--- src/rtl/spi_frame_sequencer.sv ---
// spi_frame_sequencer: hunts a two-byte sync header, turns the payload into
// linear frame-buffer writes, and reports frame completion or error.
// Optional feature macro: SPI_FRAME_CHECKSUM_EN adds a trailing checksum byte
// (CHECK state and 8-bit running sum). When it is undefined, a frame ends
// with its last pixel.
module spi_frame_sequencer #(
  parameter int unsigned FRAME_W        = 64,
  parameter int unsigned FRAME_H        = 48,
  parameter logic [7:0]  SYNC0          = 8'hA5,
  parameter logic [7:0]  SYNC1          = 8'h5A,
  parameter int unsigned TIMEOUT_CYCLES = 100000
) (
  input  logic                                 clk_in,
  input  logic                                 rst_in,
  input  logic                                 enable_in,
  input  logic [7:0]                           byte_in,
  input  logic                                 byte_valid_in,
  output logic [$clog2(FRAME_W*FRAME_H)-1:0]   addr_out,
  output logic [7:0]                           pixel_out,
  output logic                                 we_out,
  output logic                                 frame_done_out,
  output logic                                 frame_err_out,
  output logic [15:0]                          frame_count_out,
  output logic                                 busy_out
);

  localparam int unsigned NPIX   = FRAME_W * FRAME_H;
  localparam int unsigned ADDR_W = $clog2(NPIX);
  localparam int unsigned TMO_W  = $clog2(TIMEOUT_CYCLES + 1);

  typedef enum logic [1:0] {
    S_IDLE,
    S_HDR,
    S_PAYLOAD
`ifdef SPI_FRAME_CHECKSUM_EN
    , S_CHECK
`endif
  } state_t;

  state_t              r_state;
  logic [ADDR_W-1:0]   r_idx;
  logic [TMO_W-1:0]    r_tmo;
`ifdef SPI_FRAME_CHECKSUM_EN
  logic [7:0]          r_sum;
`endif
  logic [ADDR_W-1:0]   r_addr;
  logic [7:0]          r_pixel;
  logic                r_we;
  logic                r_done;
  logic                r_err;
  logic [15:0]         r_count;
  logic                r_busy;

  logic                w_last_pixel;
  logic                w_tmo_hit;

  // Terminal-count decodes for the pixel index and the inter-byte idle counter
  always_comb begin
    w_last_pixel = (r_idx == ADDR_W'(NPIX - 1));
    w_tmo_hit    = (r_tmo == TMO_W'(TIMEOUT_CYCLES - 1));
  end

  // Frame sequencer: state, counters and all registered outputs.
  // Priority inside a frame: enable drop aborts, then a valid byte, then the
  // timeout, so a byte arriving on the terminal count clears it silently.
  always_ff @(posedge clk_in or posedge rst_in) begin
    if (rst_in) begin
      r_state <= S_IDLE;
      r_idx   <= '0;
      r_tmo   <= '0;
`ifdef SPI_FRAME_CHECKSUM_EN
      r_sum   <= '0;
`endif
      r_addr  <= '0;
      r_pixel <= '0;
      r_we    <= 1'b0;
      r_done  <= 1'b0;
      r_err   <= 1'b0;
      r_count <= '0;
      r_busy  <= 1'b0;
    end else begin
      r_we   <= 1'b0;
      r_done <= 1'b0;
      r_err  <= 1'b0;
      if (r_state == S_IDLE) begin
        r_tmo <= '0;
        if (enable_in && byte_valid_in && (byte_in == SYNC0)) begin
          r_state <= S_HDR;
          r_busy  <= 1'b1;
        end
      end else if (!enable_in) begin
        r_state <= S_IDLE;
        r_busy  <= 1'b0;
        r_tmo   <= '0;
      end else if (byte_valid_in) begin
        r_tmo <= '0;
        case (r_state)
          S_HDR: begin
            if (byte_in == SYNC1) begin
              r_state <= S_PAYLOAD;
              r_idx   <= '0;
`ifdef SPI_FRAME_CHECKSUM_EN
              r_sum   <= '0;
`endif
            end else if (byte_in != SYNC0) begin
              r_state <= S_IDLE;
              r_busy  <= 1'b0;
            end
          end
          S_PAYLOAD: begin
            r_we    <= 1'b1;
            r_addr  <= r_idx;
            r_pixel <= byte_in;
            r_idx   <= r_idx + 1'b1;
`ifdef SPI_FRAME_CHECKSUM_EN
            r_sum   <= r_sum + byte_in;
            if (w_last_pixel) begin
              r_state <= S_CHECK;
            end
`else
            if (w_last_pixel) begin
              r_done  <= 1'b1;
              r_count <= r_count + 16'd1;
              r_state <= S_IDLE;
              r_busy  <= 1'b0;
            end
`endif
          end
`ifdef SPI_FRAME_CHECKSUM_EN
          S_CHECK: begin
            if (byte_in == r_sum) begin
              r_done  <= 1'b1;
              r_count <= r_count + 16'd1;
            end else begin
              r_err   <= 1'b1;
            end
            r_state <= S_IDLE;
            r_busy  <= 1'b0;
          end
`endif
          default: begin
            r_state <= S_IDLE;
            r_busy  <= 1'b0;
          end
        endcase
      end else if (w_tmo_hit) begin
        r_err   <= 1'b1;
        r_state <= S_IDLE;
        r_busy  <= 1'b0;
        r_tmo   <= '0;
      end else begin
        r_tmo <= r_tmo + 1'b1;
      end
    end
  end

  assign addr_out        = r_addr;
  assign pixel_out       = r_pixel;
  assign we_out          = r_we;
  assign frame_done_out  = r_done;
  assign frame_err_out   = r_err;
  assign frame_count_out = r_count;
  assign busy_out        = r_busy;

endmodule

--- config.mk ---
export PLATFORM = sky130hd
export DESIGN_NAME = spi_frame_sequencer
export DESIGN_NICKNAME = d
export VERILOG_FILES = /design/src/rtl/spi_frame_sequencer.sv
export SDC_FILE = /design/constraint.sdc
export NUM_CORES = 1
export LEC_CHECK = 0
export CORE_ASPECT_RATIO = 1.25
export CORE_MARGIN = 2
export CORE_UTILIZATION = 30
export DETAILED_ROUTE_END_ITERATION = 10
export GPL_ROUTABILITY_DRIVEN = 0
export GPL_TIMING_DRIVEN = 1
export PLACE_DENSITY = 0.54
export SLEW_MARGIN = 5
export SYNTH_ARGS = -nofsm -noshare
export SYNTH_HDL_FRONTEND = slang
export SYNTH_SLANG_ARGS = --single-unit
--- constraint.sdc ---
create_clock -name clk_in -period 4.4 [get_ports clk_in]
set_clock_uncertainty 0.15 [all_clocks]
set_input_delay 0.44 -clock clk_in [delete_from_list [all_inputs] [get_ports clk_in]]
set_output_delay 0.44 -clock clk_in [all_outputs]
set_load 0.05 [all_outputs]
==> flow_summary.ini <==
[sta]
max_freq_mhz = 342
rsz0062_at_grt = false
tightest_slew_ns = 0.999
period_minus_slack_ns = 2.92
hold_viol_final = 0
tns_ns = 0
slew_violations = 0
setup-violations-final = 0
slew_headroom_pct = 33.3
period_share_pct = 66.4

[placement]
dp_hpwl_um = 4910
portBuffers = 51

[setup_path]
crit_path_end_kind = flop
required_ns = 4.46
worstSetupPathType = reg2reg
crit_slowest_cell = or2_1
worst-path-max-fanout = 24
path_cells = inv_1 -> ha_1 -> inv_2 -> or2_1 -> inv_1 -> buf_4 -> o21ai_0 -> nand3_1 -> a221o_2
crit_family = simple AND/OR/NAND/NOR gates
path_buf_inv = 4
slowest_delay_ns = 0.74
cp_data_arrival_time_ns = 2.98
cpMostUsedCell = inv_1
cp-start-kind = flop

[clock_network]
clk_latency_ns = 0.34
cts_num_sinks = 71
cts_setup_buffers = 0
cts_tree = done
cts_made_buffers = 9
post_cts_resized = 0
postCtsHoldBufs = 0
clk_pin_slew_worst_paths_ns = 0.06
htree_levels = 3
cts_buffer_depth = 2
cts-root-buf = clkbuf_16

[synth]
yosysTopAreaCell = dfrtp_1
yosysSeqAreaShare_pct = 53.7
synth_top_area_share_pct = 53.7
ys_seq_elements = 71
ys_warn_count = 0
ys.flop_type = dfrtp_1
syn_area_per_cell_sq_um = 9.85
syn_inst = 336
ys_types = 46
netlist_area_sq_um = 3310
async_reset_ff_share_pct = 100
syn_nets = 354
synth_edf_count = 0
synthTopCellsByArea = dfrtp_1, nand2_1, xnor2_1, xor2_1, nor2_1

[route]
antenna_left = 0
drtIter0Drc = 149
drc_errors = 0
num_vias = 2525
avgViaCountPerCell = 4.78
wl_um = 7080
drt-pass1-iter-count = 4
wl_per_cell_um = 13.4

[cells_and_area]
n_antenna_cell = 0
syn_to_final_growth_pct = 29.4
finalNetCount = 409
drive_gt1_share_pct = 8.33
layout_common_cells = nand2_1, dfrtp_1, clkdlybuf4s50_1
final_common_cell = nand2_1
fillers = 1041

[floorplan]
die_area_sq_um = 11900
initial_core_util_pct = 31.0
ioPinCount = 52
core_area_sq_um = 10700
fp-row-count = 42
dieHeight_um = 121
die_x_um = 97.9

[grt]
grt_max_degree = 49
grt_antenna_before_repair = 0
grt_pass1_vias = 2470
grt.overflow.total = 0
grt_pass1_wl_um = 12200
track_usage_pct = 12.9

[pwr]
total_power_mw = 1.51
p_per_area_nw_per_um2 = 353
power.leakage_nw = 1.91
ir_worst_vdd_v = 0.000178

[status]
status = finished, final reports clean

[worst_hold_path]
hold_class = reg2reg

[job]
maxCapViolCount = 0
[synthesized netlist by cell type, types with 3 or more instances]
| library cell | number |
|---|---|
| dfrtp_1 | 71 |
| nand2_1 | 81 |
| nor2_1 | 26 |
| inv_1 | 8 |
| ha_1 | 6 |
| nor3_1 | 4 |
| and3_1 | 10 |
| o21ai_0 | 15 |
| a22o_1 | 3 |
| clkbuf_1 | 8 |
| nand4_1 | 9 |
| nand3_1 | 15 |
| xor2_1 | 13 |
| and2_1 | 7 |
| xnor2_1 | 17 |
| o31ai_1 | 6 |
[routing by layer]
metal,wire length [um],global-route usage (%),vias to the layer above
met5,0,0,-
met3,290,3.51,11
met4,133,6.08,0
met1,3180,16.4,1212
met2,3470,20.2,41
li1,-,-,1261
[stage by stage]
stage | hold WS [ns] | utilization (%) | cell area [sq um] | setup slack, ns | instances
detailed placement | 0.314 | 37.1 | 3960 | 1.32 | 512
finish | 0.323 | 40.1 | 4280 | 1.48 | 528
CTS | 0.327 | 40.1 | 4280 | 1.42 | 528
global placement | 0.317 | 37.1 | 3960 | 1.37 | 512
floorplan | 0.298 | - | 3310 | 2.01 | 336
global route | 0.344 | 40.1 | 4280 | 1.22 | 528
[cells by family (layout without fill, tap and decap cells)]
family,Yosys count,count (layout),synth area share [%]
xor+xnor,30,30,7.94
fa+ha+maj,6,6,2.27
buf+inv,19,79,2.42
flops,71,71,53.7
simple gates,174,174,25.9
mux,2,2,0.643
compound gates,34,34,7.11
[cell type report]
cell class / count / area [sq um] / area share, %
timing repair buffer: 54 / 533 / 12.4
clock inverter: 7 / 96.3 / 2.25
inverter: 9 / 33.8 / 0.789
clock buffer: 9 / 225 / 5.26
multi-input combinational: 246 / 1450 / 33.9
sequential: 71 / 1780 / 41.5
tap: 132 / 165 / 3.86
[sequential cells by signal, indices dropped and copies added, names as in the netlist]
register / cells
r_idx: 12
we_out: 1
addr_out: 12
frame_err_out: 1
r_state: 2
pixel_out: 8
frame_done_out: 1
r_tmo: 17
frame_count_out: 16
busy_out: 1
[worst register-to-register path: cells and delay by family, from the launching register on]
family / cells / cell delay, ns
simple gates: 2 / 0.91
buf+inv: 4 / 0.56
compound gates: 2 / 0.51
flops: 1 / 0.38
fa+ha+maj: 1 / 0.30
[final timing paths]
kind	cells past startpoint	startpoint	endpoint	slack (ns)
max	9	r_state[0]	busy_out	1.48
min	2	addr_out[8]	addr_out[8]	0.32
max reg2reg	9	r_state[0]	busy_out	1.48
min reg2reg	2	addr_out[8]	addr_out[8]	0.32
max in group asynchronous	3	rst_in	r_tmo[13]	2.70
min in group asynchronous	2	rst_in	frame_count_out[6]	0.52
[power by group]
| part | leakage, nW | internal [mW] | switching (mW) |
|---|---|---|---|
| logic | 0.765 | 0.0248 | 0.0461 |
| clock network | 0.160 | 0.497 | 0.279 |
| registers | 0.983 | 0.659 | 0.00588 |
No activity file was read; power rests on OpenSTA's default activity.
